[config.mk]
export PLATFORM = sky130hd
export DESIGN_NAME = controle_balanca_flat
export DESIGN_NICKNAME = d
export VERILOG_FILES = /design/src/rtl/controle_balanca_if.sv /design/src/rtl/controle_balanca.sv /design/src/flat_wrapper.sv
export SDC_FILE = /design/constraint.sdc
export NUM_CORES = 1
export LEC_CHECK = 0
export ABC_AREA = 1
export CAP_MARGIN = 25
export CORE_UTILIZATION = 45
export CTS_CLUSTER_DIAMETER = 40
export DETAILED_ROUTE_END_ITERATION = 7
export GPL_TIMING_DRIVEN = 0
export PLACE_DENSITY = 0.64
export SETUP_SLACK_MARGIN = 0.15
export SYNTH_ARGS = -nofsm -noshare
export SYNTH_HDL_FRONTEND = slang
export SYNTH_SLANG_ARGS = --single-unit
[constraint.sdc]
create_clock -name clk -period 4.6 [get_ports clk]
set_input_delay 0.46 -clock clk [delete_from_list [all_inputs] [get_ports clk]]
set_output_delay 0.46 -clock clk [all_outputs]
set_load 0.02 [all_outputs]
[src/rtl/controle_balanca_if.sv]
// Bundle between the load-cell sample source / display driver and the scale price sequencer.
interface controle_balanca_if #(parameter int LARG = 32);
    logic            amostra_ok;
    logic [LARG-1:0] peso_bruto;
    logic [LARG-1:0] preco_kg;
    logic            botao_tara;
    logic [LARG-1:0] saida_peso;
    logic [LARG-1:0] saida_preco;
    logic            valido;
    logic            ocupado;
    logic            estouro;

    modport master (
        output amostra_ok, peso_bruto, preco_kg, botao_tara,
        input  saida_peso, saida_preco, valido, ocupado, estouro
    );

    modport slave (
        input  amostra_ok, peso_bruto, preco_kg, botao_tara,
        output saida_peso, saida_preco, valido, ocupado, estouro
    );
endinterface

[src/rtl/controle_balanca.sv]
// Scale price sequencer: tare, stability detection, then price = net*price/ESCALA computed
// with a shift-add multiplier followed by a restoring divider.
//
// state   | meaning
// OCIOSO  | after reset, waiting for the first sample
// ESTAVEL | counting consecutive samples within TOL of the previous one
// MULT    | LARG shift-add steps, one multiplier bit per cycle
// DIV     | 2*LARG restoring-division steps, one quotient bit per cycle
// PRONTO  | result shown, left when a sample moves beyond TOL
module controle_balanca #(
    parameter int LARG      = 32,
    parameter int TOL       = 2,
    parameter int N_ESTAVEL = 4,
    parameter int ESCALA    = 1000
) (
    input logic               clk,
    input logic               rst,
    controle_balanca_if.slave bus
);
    localparam int CW = $clog2(N_ESTAVEL + 1);
    localparam int BW = $clog2(2 * LARG);

    typedef enum logic [2:0] {OCIOSO, ESTAVEL, MULT, DIV, PRONTO} estado_t;

    estado_t           estado, prox;
    logic [LARG-1:0]   tara, ref_peso, liq_lat, mplier, resto;
    logic [CW-1:0]     cnt, cnt_prox;
    logic [BW-1:0]     cnt_bits;
    logic [2*LARG-1:0] mcand, prod, quoc;

    logic [LARG-1:0]   dif, liq;
    logic              dentro_tol, tara_ok, amostra_valida, atinge_n;
    logic [LARG:0]     trial, sub;
    logic              q_bit, estouro_prox;
    logic [2*LARG-1:0] quoc_prox;

    always_comb begin
        dif            = (bus.peso_bruto >= ref_peso) ? bus.peso_bruto - ref_peso
                                                      : ref_peso - bus.peso_bruto;
        dentro_tol     = (dif <= LARG'(TOL));
        liq            = (bus.peso_bruto >= tara) ? bus.peso_bruto - tara : '0;
        tara_ok        = bus.botao_tara && (estado == OCIOSO || estado == ESTAVEL || estado == PRONTO);
        amostra_valida = bus.amostra_ok && !tara_ok;
        // cnt==0 means no reference yet (fresh after tare), so the sample starts a new run
        cnt_prox       = (cnt == '0 || !dentro_tol) ? CW'(1) : cnt + CW'(1);
        atinge_n       = (cnt_prox == CW'(N_ESTAVEL));
        trial          = {resto, prod[2*LARG-1]};
        q_bit          = (trial >= (LARG+1)'(ESCALA));
        sub            = trial - (LARG+1)'(ESCALA);
        quoc_prox      = {quoc[2*LARG-2:0], q_bit};
        estouro_prox   = |quoc_prox[2*LARG-1:LARG];
    end

    always_ff @(posedge clk) begin
        if (rst) estado <= OCIOSO;
        else     estado <= prox;
    end

    always_comb begin
        prox = estado;
        case (estado)
            OCIOSO:  if (tara_ok || amostra_valida) prox = ESTAVEL;
            ESTAVEL: if (amostra_valida && atinge_n) prox = MULT;
            MULT:    if (cnt_bits == '0) prox = DIV;
            DIV:     if (cnt_bits == '0) prox = PRONTO;
            PRONTO:  if (tara_ok || (amostra_valida && !dentro_tol)) prox = ESTAVEL;
            default: prox = OCIOSO;
        endcase
    end

    always_ff @(posedge clk) begin
        if (rst) begin
            tara            <= '0;
            ref_peso        <= '0;
            liq_lat         <= '0;
            cnt             <= '0;
            cnt_bits        <= '0;
            mplier          <= '0;
            mcand           <= '0;
            prod            <= '0;
            resto           <= '0;
            quoc            <= '0;
            bus.saida_peso  <= '0;
            bus.saida_preco <= '0;
            bus.valido      <= 1'b0;
            bus.ocupado     <= 1'b0;
            bus.estouro     <= 1'b0;
        end else begin
            bus.ocupado <= (prox == MULT) || (prox == DIV);
            case (estado)
                OCIOSO, ESTAVEL, PRONTO: begin
                    if (tara_ok) begin
                        tara       <= bus.peso_bruto;
                        cnt        <= '0;
                        bus.valido <= 1'b0;
                    end else if (amostra_valida) begin
                        if (estado == OCIOSO) begin
                            ref_peso <= bus.peso_bruto;
                            cnt      <= CW'(1);
                        end else if (estado == ESTAVEL) begin
                            ref_peso <= bus.peso_bruto;
                            cnt      <= cnt_prox;
                            if (atinge_n) begin
                                liq_lat  <= liq;
                                mplier   <= bus.preco_kg;
                                mcand    <= {{LARG{1'b0}}, liq};
                                prod     <= '0;
                                cnt      <= '0;
                                cnt_bits <= BW'(LARG - 1);
                            end
                        end else if (!dentro_tol) begin
                            ref_peso   <= bus.peso_bruto;
                            cnt        <= CW'(1);
                            bus.valido <= 1'b0;
                        end
                    end
                end
                MULT: begin
                    if (mplier[0]) prod <= prod + mcand;
                    mcand  <= mcand << 1;
                    mplier <= mplier >> 1;
                    if (cnt_bits == '0) begin
                        cnt_bits <= BW'(2 * LARG - 1);
                        resto    <= '0;
                        quoc     <= '0;
                    end else begin
                        cnt_bits <= cnt_bits - BW'(1);
                    end
                end
                DIV: begin
                    resto    <= q_bit ? sub[LARG-1:0] : trial[LARG-1:0];
                    prod     <= prod << 1;
                    quoc     <= quoc_prox;
                    cnt_bits <= cnt_bits - BW'(1);
                    if (cnt_bits == '0) begin
                        bus.saida_peso  <= liq_lat;
                        bus.saida_preco <= estouro_prox ? '1 : quoc_prox[LARG-1:0];
                        bus.estouro     <= estouro_prox;
                        bus.valido      <= 1'b1;
                    end
                end
                default: ;
            endcase
        end
    end
endmodule
[src/flat_wrapper.sv]
// flat-port wrapper written by rule: the top's interface ports become plain ports
module controle_balanca_flat 
#(
    parameter int LARG      = 32,
    parameter int TOL       = 2,
    parameter int N_ESTAVEL = 4,
    parameter int ESCALA    = 1000
)
  (clk, rst, bus_amostra_ok, bus_peso_bruto, bus_preco_kg, bus_botao_tara, bus_saida_peso, bus_saida_preco, bus_valido, bus_ocupado, bus_estouro);
  controle_balanca_if #(.LARG(LARG)) bus_i ();
  input logic clk;
  input logic rst;
  input wire logic [$bits(bus_i.amostra_ok)-1:0] bus_amostra_ok;
  input wire logic [$bits(bus_i.peso_bruto)-1:0] bus_peso_bruto;
  input wire logic [$bits(bus_i.preco_kg)-1:0] bus_preco_kg;
  input wire logic [$bits(bus_i.botao_tara)-1:0] bus_botao_tara;
  output wire logic [$bits(bus_i.saida_peso)-1:0] bus_saida_peso;
  output wire logic [$bits(bus_i.saida_preco)-1:0] bus_saida_preco;
  output wire logic [$bits(bus_i.valido)-1:0] bus_valido;
  output wire logic [$bits(bus_i.ocupado)-1:0] bus_ocupado;
  output wire logic [$bits(bus_i.estouro)-1:0] bus_estouro;
  assign bus_i.amostra_ok = bus_amostra_ok;
  assign bus_i.peso_bruto = bus_peso_bruto;
  assign bus_i.preco_kg = bus_preco_kg;
  assign bus_i.botao_tara = bus_botao_tara;
  assign bus_saida_peso = bus_i.saida_peso;
  assign bus_saida_preco = bus_i.saida_preco;
  assign bus_valido = bus_i.valido;
  assign bus_ocupado = bus_i.ocupado;
  assign bus_estouro = bus_i.estouro;
  controle_balanca #(.LARG(LARG), .TOL(TOL), .N_ESTAVEL(N_ESTAVEL), .ESCALA(ESCALA)) u_core (.clk(clk), .rst(rst), .bus(bus_i));
endmodule
* Yosys cells after proc, flatten, opt, wreduce, memory -nomap -nowiden
Index checks and enable logic that the tools add are counted.
** Storage, ports and cells
- Register bits after elaboration :: 430
- Latch bits :: 0
- Memory bits (writable) :: 0
- ROM bits :: 0
- Input bits :: 68
- Output and inout bits :: 67
- Logic and storage cells :: 139
- Memories kept :: 0
** Operators by class
- Add/subtract/negate cells :: 7
- $mul :: 0
- Divide/modulo/power cells :: 0
- Order comparisons :: 4
- Equal/unequal tests :: 21
- Shifts and indexed selects :: 0
- Mux-type cells :: 57
- Bitwise gates (word level) :: 2
- Reductions and logical operators :: 32
** Operator list (count)
- 2-to-1 mux 64 bit :: 11
- 2-to-1 mux 32 bit :: 13
- case mux 64 bit (3 select lines) :: 1
- case mux 32 bit (2 select lines) :: 2
- case mux 64 bit (2 select lines) :: 1
- case mux 63 bit (2 select lines) :: 1
- subtractor 32 bit :: 3
- adder 64 bit :: 1
- >= comparator 32 bit :: 2
- 2-to-1 mux 63 bit :: 1
- 2-to-1 mux 3 bit :: 12
- 2-to-1 mux 6 bit :: 6
- >= comparator 33 x 10 -> 1 bit (second input constant) :: 1
- less-or-equal comparator 32 x 2 -> 1 bit (second input constant) :: 1
- OR reduction 32 bit :: 1
- subtractor 32 x 10 -> 32 bit (second input constant) :: 1
- AND reduction 6 bit :: 4
- case mux 6 bit (3 select lines) :: 1
- case mux 3 bit (5 select lines) :: 1
- == test 3 x 2 -> 1 bit (second input constant) :: 4
- != test 2 x 1 -> 1 bit (second input constant) :: 6
- nonzero test 2 bit :: 4
- AND reduction 7 bit :: 1
- == test 3 bit (second input constant) :: 2
- other kinds (21) :: 42

* Longest topological paths before layout
Gate-level depths: netlist of the first run.
- Depth after elaboration :: 13
- Depth in mapped cells :: 31
- Depth with buffers taken out :: 28

* Least setup slack after synthesis of the first run
Ideal clock, no wire load.
- Path type :: in2reg
- Start :: input port bus_peso_bruto[0]
- End :: register u_core.prod[12]
- Setup time :: 0.113 ns
- Arrival time :: 3.292 ns
- Required time :: 4.487 ns
- Setup slack :: 1.195 ns
- Cell stages on the path :: 26
- Path buffers :: 3
- Path through :: inv_1 ha_1 fa_1 inv_1 nand2_1 nand2_1 nand2_1 nand2_1 nand2_1 nand3_2 nand2_2 nand2_4 buf_6 nand2_1 a21oi_1 nand2_1 nor2_2 nand3_2 nor2_4 nand4_1 nand2_2 nand3_2 buf_4 buf_6 nor2_1 nor2_1
** Between the ends
- Word-level cells in the longest chain between the ends :: 9
- Elaborated cells between the ends (all ways) :: 11
- Classes of those cells :: add/sub (2); order compare (2); eq/ne (2); mux (2); reduce/logical (3)
** RTL lines
- start, declared :: line flat_wrapper.sv:14 : input wire logic [$bits(bus_i.peso_bruto)-1:0] bus_peso_bruto;
- subtractor 32 bit (tied with other cells) :: line controle_balanca.sv:39 : : ref_peso - bus.peso_bruto;
- 2-to-1 mux 32 bit (*) :: line controle_balanca.sv:38 : dif = (bus.peso_bruto >= ref_peso) ? bus.peso_bruto - ref_peso
- less-or-equal comparator 32 x 2 -> 1 bit (*) :: line controle_balanca.sv:40 : dentro_tol = (dif <= LARG'(TOL));
- logical NOT 1 bit (*) :: line controle_balanca.sv:45 : cnt_prox = (cnt == '0 || !dentro_tol) ? CW'(1) : cnt + CW'(1);
- logical OR 1 bit (*) :: line controle_balanca.sv:45
- 2-to-1 mux 3 bit (*) :: line controle_balanca.sv:45
- == test 3 bit (*) :: line controle_balanca.sv:46 : atinge_n = (cnt_prox == CW'(N_ESTAVEL));
- != test 2 x 1 -> 1 bit (no line) (*)
- AND reduction 7 bit (no line) (*)
- end signal, assigned :: line controle_balanca.sv:119 : if (mplier[0]) prod <= prod + mcand;
- end signal, assigned :: line controle_balanca.sv:132 : prod <= prod << 1;
- end, declared :: line controle_balanca.sv:29 : logic [2*LARG-1:0] mcand, prod, quoc;
Mark *: on every way between the ends. The rest lies on a longest branch, timed or not.
A chain may end at the register's enable or synchronous reset.

* Worst setup path after layout of the first run
- Start :: input port bus_peso_bruto[22]
- End :: register u_core.mcand[42]
** Between the ends
- Word-level cells in the longest chain between the ends :: 9
- Elaborated cells between the ends (all ways) :: 11
- Classes of those cells :: add/sub (2); order compare (2); eq/ne (2); mux (2); reduce/logical (3)
** RTL lines
- subtractor 32 bit (tied with other cells) :: line controle_balanca.sv:39
- 2-to-1 mux 32 bit (*) :: line controle_balanca.sv:38
- less-or-equal comparator 32 x 2 -> 1 bit (*) :: line controle_balanca.sv:40
- logical NOT 1 bit (*) :: line controle_balanca.sv:45
- logical OR 1 bit (*) :: line controle_balanca.sv:45
- 2-to-1 mux 3 bit (*) :: line controle_balanca.sv:45
- == test 3 bit (*) :: line controle_balanca.sv:46
- != test 2 x 1 -> 1 bit (no line) (*)
- AND reduction 6 bit (no line) (*)
- end signal, assigned :: line controle_balanca.sv:106 : mcand <= {{LARG{1'b0}}, liq};
- end signal, assigned :: line controle_balanca.sv:120 : mcand <= mcand << 1;
- end, declared :: line controle_balanca.sv:29
Marked as above.

==> results.toml, run 1 <==
[clocking]
clock_sinks = 430
insertion_delay_ns = 0.63
cts_tree = "built"
hold_buffers = 0
cts_buffers = 78
cts.clk_slew.worst_paths_ns = 0.05
clockBufferDepth = 3
htreeDepth = 3
cts-root-buf = "clkbuf_16"

[setup_path]
arrival_ns = 4.83
max_stage_delay_ns = 0.61
path_common_cell = "nand2_1"
cp-end-kind = "register"
cp_max_fo = 10
r2r-start = "u_core.ref_peso[0]$_SDFFE_PP0P_"
worstPathRequired_ns = 5.11
crit_end = "u_core.mcand[42]$_SDFFE_PP0P_"
crit_type = "in2reg"
rrSetupSlack_ns = 0.43
r2r_end = "u_core.mcand[42]$_SDFFE_PP0P_"
crit_start = "bus_peso_bruto[22]"
start_kind = "input port"
reg2regPathDepth = 27
critPathSlowestCell = "clkdlybuf4s50_1"

[global_routing]
met3_usage_pct = 5.17
grt_use_met1_pct = 42.5
grt_pass1_vias = 28700
grt_pass1_wl_um = 159000
antenna_found_initial = 4
grt_overflow_total = 0
grt_max_degree = 14
use_met2_pct = 46.2
grt_busiest_layer = "met2"
grtUsageTotal_pct = 29.9

[placement]
place_area_um2 = 32100
dpl.cell_count = 5945
place.gp.congestion = 1.01
portBuffers = 133
place.detailed.hpwl_um = 80000

[synth]
synth_seq_area_share_pct = 29.0
ys_types = 55
yosysWarnings = 0
synthArstFlopShare_pct = 0
yosysTopAreaCell = "dfxtp_1"
synthFlopType = "dfxtp_1"
syn_area_um2 = 29700
synth_top_area_share_pct = 29.0
synth_area_leaders = "dfxtp_1 29%, nand2_1 19%, inv_1 9.6%"
syn_area_per_cell_um2 = 5.99
synth_edf_count = 0
ys_seq_elements = 430
netlist_instances = 4957
syn_nets = 5192

[timing]
hold_viol = 0
max_freq_mhz = 232
finalCritPeriodShare_pct = 93.8
setup_viol = 0
rsz0062_at_grt = "yes"
worst_pin_slew_ns = 1.05
holdWs_ns = 0.330
relSlewSlack_pct = 29.7
fin_crit_ns = 4.32
clock_skew_ns = 0.0315
drv_slew = 0

[power]
p_leak_nw = 17.1
irDropWorstVdd_uv = 300
p_per_area_nw_per_um2 = 353
p_total_mw = 12.4

[die]
initial_core_util_pct = 45.8
dieWidth_um = 259
chipHeight_um = 259
rows = 93
die-area_um2 = 67000
core-area_um2 = 64800
ios = 135

[finish]
mostFrequentLayoutCell = "nand2_1"
area_growth_pct = 18.1
fin_area_um2 = 35100
layout_common_cells = "1,495 x nand2_1, 757 x inv_1, 626 x nor2_1"
multi_input_area_um2 = 17500
nets = 5409
final_cells = 6093
drive_gt1_share_pct = 5.71
antenna_cells = 0
regArea_um2 = 8610
fillerInstances = 6726

[detailed_routing]
drt_iter0_markers = 3051
drt_first_pass_iters = 6
drc = 0
via_count = 31800
ant_nets = 0
routedWlPerCell_um = 16.7
totalWireLength_um = 102000
vias_per_cell = 5.22

[run_status]
status = "finished, final reports clean"

[flow_run]
max_cap_viol_count = 0

[worst_hold_path]
min_path_type = "in2reg"
[cells in the mapped netlist (3+ instances only)]
library cell  number
o221ai_1          27
or2_2             22
nor2_1           639
a31o_2             3
clkbuf_1         117
a21boi_0           6
xnor2_1           15
clkinv_1           4
buf_2             28
nor4_1            22
and2_1             7
buf_6             16
o21a_1             6
nor3_1            21
o211ai_1          13
inv_2             10
nand2_2            3
o22ai_1           28
a31oi_1           34
inv_1            759
xor2_1            38
dfxtp_1          430
nor2_2             7
ha_1             163
nand2_1         1501
nand4_1           65
a21oi_1          389
o221a_2            8
a21o_1            25
o21bai_1          13
fa_1               4
nand3_2            4
buf_1             17
nand3_1          164
o21ai_0          322
[sequential cells by signal, indices dropped and copies added (netlist names), 3 cells and up]
| name | flops |
|---|---|
| u_core.tara | 32 |
| u_core.cnt_bits | 6 |
| u_core.cnt | 3 |
| u_core.resto | 32 |
| u_core.mcand | 64 |
| u_core.bus.saida_preco | 32 |
| u_core.prod | 64 |
| u_core.liq_lat | 32 |
| u_core.bus.saida_peso | 32 |
| u_core.estado | 3 |
| u_core.ref_peso | 32 |
| u_core.mplier | 32 |
| u_core.quoc | 63 |
[per-layer routing]
| metal | vias to the layer above | routed length [um] |
|---|---|---|
| li1 | 16100 | - |
| met1 | 14500 | 48100 |
| met2 | 1070 | 43400 |
| met3 | 152 | 7860 |
| met4 | 4 | 2590 |
| met5 | - | 23 |
[area by class of cell]
| type | instances | share of cell area [%] |
|---|---|---|
| plain buffers | 181 | 2.48 |
| clock buffers | 90 | 6.01 |
| clock inverters | 54 | 1.78 |
| inverters | 773 | 8.27 |
| multi-input cells | 3573 | 50.0 |
| flip-flops and latches | 430 | 24.5 |
| well taps | 855 | 3.05 |
| repair buffers | 137 | 3.90 |
[critical path: cells and delay by family]
kind | cells | cell delay, ns
simple gates | 18 | 2.30
buf+inv | 6 | 1.39
fa+ha+maj | 1 | 0.39
compound gates | 1 | 0.24
[what timing repair did]
item,CTS,global route
resized for setup,29,49
pin swaps,1,3
buffers inserted,0,3
endpoints found under the setup margin,219,226
[logic make-up after synthesis]
| kind of cell | share of synthesized area, % |
|---|---|
| and+or+nand+nor | 33.2 |
| buffers and inverters | 12.6 |
| AOI/OAI and AO/OA | 16.5 |
| DFF | 29.0 |
| adders and majority gates | 7.14 |
| xor gates and xnor gates | 1.56 |
[report_power, final]
part,internal [mW],switching (mW)
logic,0.771,1.66
registers,3.88,0.108
clock network,3.72,2.26
total,8.37,4.03
[worst min path at each step]
stage                                    startpoint                                endpoint  slack [ns]  cells past startpoint
floorplan           u_core.liq_lat[10]$_SDFFE_PP0P_  u_core.bus.saida_peso[10]$_SDFFE_PP0P_        0.43                      2
global placement     u_core.bus.valido$_SDFFE_PP0P_          u_core.bus.valido$_SDFFE_PP0P_        0.44                      2
detailed placement   u_core.bus.valido$_SDFFE_PP0P_          u_core.bus.valido$_SDFFE_PP0P_        0.44                      2
CTS                              bus_peso_bruto[29]            u_core.tara[29]$_SDFFE_PP0P_        0.40                      3
global route                     bus_peso_bruto[23]            u_core.tara[23]$_SDFFE_PP0P_        0.33                      3
finish                           bus_peso_bruto[23]            u_core.tara[23]$_SDFFE_PP0P_        0.33                      3
[per-stage QoR]
| stage | utilization (%) | worst slack, ns | TNS [ns] |
|---|---|---|---|
| after floorplan | - | 1.19 | 0 |
| after global placement | 49.5 | -1.24 | -170.03 |
| after detailed placement | 49.5 | -1.28 | -173.36 |
| after CTS | 53.9 | 0.168 | 0 |
| after global routing | 54.1 | 0.132 | 0 |
| final | 54.1 | 0.285 | 0 |
(Power assumes the default switching activity.)
==> run 2: changes to the inputs <==
--- a/config.mk
+++ b/config.mk
@@ -7,11 +7,13 @@
 export LEC_CHECK = 0
 export ABC_AREA = 1
 export CAP_MARGIN = 25
-export CORE_UTILIZATION = 45
+export CELL_PAD_IN_SITES_DETAIL_PLACEMENT = 1
+export CELL_PAD_IN_SITES_GLOBAL_PLACEMENT = 1
+export CORE_UTILIZATION = 43
 export CTS_CLUSTER_DIAMETER = 40
 export DETAILED_ROUTE_END_ITERATION = 7
 export GPL_TIMING_DRIVEN = 0
-export PLACE_DENSITY = 0.64
+export PLACE_DENSITY = 0.83
 export SETUP_SLACK_MARGIN = 0.15
 export SYNTH_ARGS = -nofsm -noshare
 export SYNTH_HDL_FRONTEND = slang
==> run 2 against run 1 <==
Global-route usage increased by 3.4 points; critical path depth increased by 1; sequential share of layout area decreased by 0.24 points; largest power group unchanged.
==> results.toml, run 2 (same netlist as run 1, synthesis figures left out) <==
[die]
initial_core_util_pct = 43.8
rows = 95
die-area_um2 = 70100
chipHeight_um = 265
dieWidth_um = 265
core-area_um2 = 67800
ios = 135

[power]
power_frac_clock_pct = 47.8
seq_power_share_pct = 31.7
p_leak_nw = 17.3
switching_share_pct = 33.2
irDropWorstVdd_uv = 255
combPwrFrac_pct = 20.4
p_per_area_nw_per_um2 = 355
p_switching_mw = 4.17
p_int_mw = 8.40

[setup_path]
cp_num_cells = 27
max_stage_delay_ns = 0.52
worstPathRequired_ns = 5.12
rrSetupSlack_ns = 0.31
critPathSlowestCell = "clkdlybuf4s50_1"
reg2regPathDepth = 24
cp-end-kind = "register"
critPathTopFamily = "simple AND/OR/NAND/NOR gates"
r2r_end = "u_core.mcand[49]$_SDFFE_PP0P_"
crit_start = "bus_peso_bruto[0]"
path_common_cell = "nand2_2"
start_kind = "input port"
r2r-start = "u_core.ref_peso[14]$_SDFFE_PP0P_"
critPathBufInv = 6
crit_end = "u_core.mcand[49]$_SDFFE_PP0P_"
cp_max_fo = 10
arrival_ns = 4.87
crit_type = "in2reg"

[placement]
preCtsSetupSlack_ns = -1.25
place.detailed.hpwl_um = 91300
dpl.cell_count = 5965
portBuffers = 133
place.gp.congestion = 0.986

[detailed_routing]
ant_nets = 0
routedWlPerCell_um = 19.5
met3_length_um = 7220
highest_layer = "met4"
via_count = 33500
drt_iter0_markers = 2428
dr_wl_met2_um = 54200
vias_per_cell = 5.47
drc = 0
drt_first_pass_iters = 6
totalWireLength_um = 119000
wl_met1_um = 54700

[run_status]
status = "finished, final reports clean"

[global_routing]
grt_overflow_total = 0
grt_pass1_vias = 33700
grt_max_degree = 13
antenna_found_initial = 1
grtUsageTotal_pct = 33.3
grt_pass1_wl_um = 185000

[finish]
top_regs = "u_core.mcand (64), u_core.prod (64), u_core.quoc (63)"
fillerInstances = 9437
final_cells = 6128
antenna_cells = 0
mostFrequentLayoutCell = "nand2_1"
drive_gt1_share_pct = 6.37
layout_common_cells = "1,489 x nand2_1, 757 x inv_1, 621 x nor2_1"
nets = 5425
multi_input_area_um2 = 17600
area_growth_pct = 19.2
regArea_um2 = 8610

[timing]
drv_slew = 0
fin_crit_ns = 4.35
max_freq_mhz = 230
hold_viol = 0
setup_viol = 0
finalCritPeriodShare_pct = 94.6
rsz0062_at_grt = "no"
worst_pin_slew_ns = 0.987
setup_slack_ns = 0.249
relSlewSlack_pct = 34.2
clock_skew_ns = 0.0270
holdWs_ns = 0.241

[worst_hold_path]
min_path_type = "in2reg"
worstHoldStart = "bus_peso_bruto[8]"

[flow_run]
max_cap_viol_count = 0

[clocking]
clockBufferDepth = 3
cts_tree = "built"
htreeDepth = 3
insertion_delay_ns = 0.64
cts-root-buf = "clkbuf_16"
clock_sinks = 430
cts.clk_slew.worst_paths_ns = 0.05
cts_buffers = 80
[run 2: tightest hold or removal path, cell delays in order]
cell and delay (ns):
dlymetal6s2s_1 0.19, inv_1 0.11, a21oi_1 0.06
[run 2: power groups by stage]
stage	sequential, mW	combinational [mW]	clock, mW
floorplan	4.03	1.59	0
global placement	4.05	2.33	0
detailed placement	4.06	2.39	0
CTS	3.98	2.46	6.08
global route	4.00	2.82	6.24
finish	3.99	2.57	6.01
[run 2: how the worst min path moves through the flow]
stage,cells after the start,end
floorplan,2,u_core.bus.saida_peso[10]$_SDFFE_PP0P_
global placement,2,u_core.bus.saida_peso[13]$_SDFFE_PP0P_
global route,3,u_core.tara[8]$_SDFFE_PP0P_
CTS,3,u_core.tara[7]$_SDFFE_PP0P_
finish,3,u_core.tara[8]$_SDFFE_PP0P_
detailed placement,2,u_core.bus.saida_peso[28]$_SDFFE_PP0P_
[run 2: per-layer routing]
layer,track usage (%),vias to the layer above
met3,3.37,188
met4,10.2,0
li1,-,16100
met1,45.9,16200
met5,0,-
met2,54.7,920
[run 2: layout make-up]
| class | count | area share [%] |
|---|---|---|
| Buffer | 181 | 2.51 |
| Clock buffer | 95 | 6.10 |
| Clock inverter | 52 | 1.68 |
| Inverter | 773 | 8.19 |
| Multi-Input combinational cell | 3573 | 49.8 |
| Sequential cell | 430 | 24.3 |
| Tap cell | 873 | 3.08 |
| Timing Repair Buffer | 151 | 4.29 |
[run 2: what timing repair did]
| item | in CTS | in global routing |
|---|---|---|
| setup endpoints to repair | 229 | 226 |
| gates resized for setup | 43 | 83 |
| pin swaps | 1 | 11 |
| hold buffers | 0 | 0 |
| setup buffers | 3 | 11 |
[run 2: metrics by stage]
step	util, %	setup TNS, ns	total power [mW]	instance area [um^2]
detailed placement	47.5	-228.59	6.45	32200
finish	52.3	0	12.6	35400
global route	52.3	0	13.1	35400
global placement	47.4	-218.51	6.38	32100
floorplan	-	0	5.62	29700
CTS	51.7	0	12.5	35100
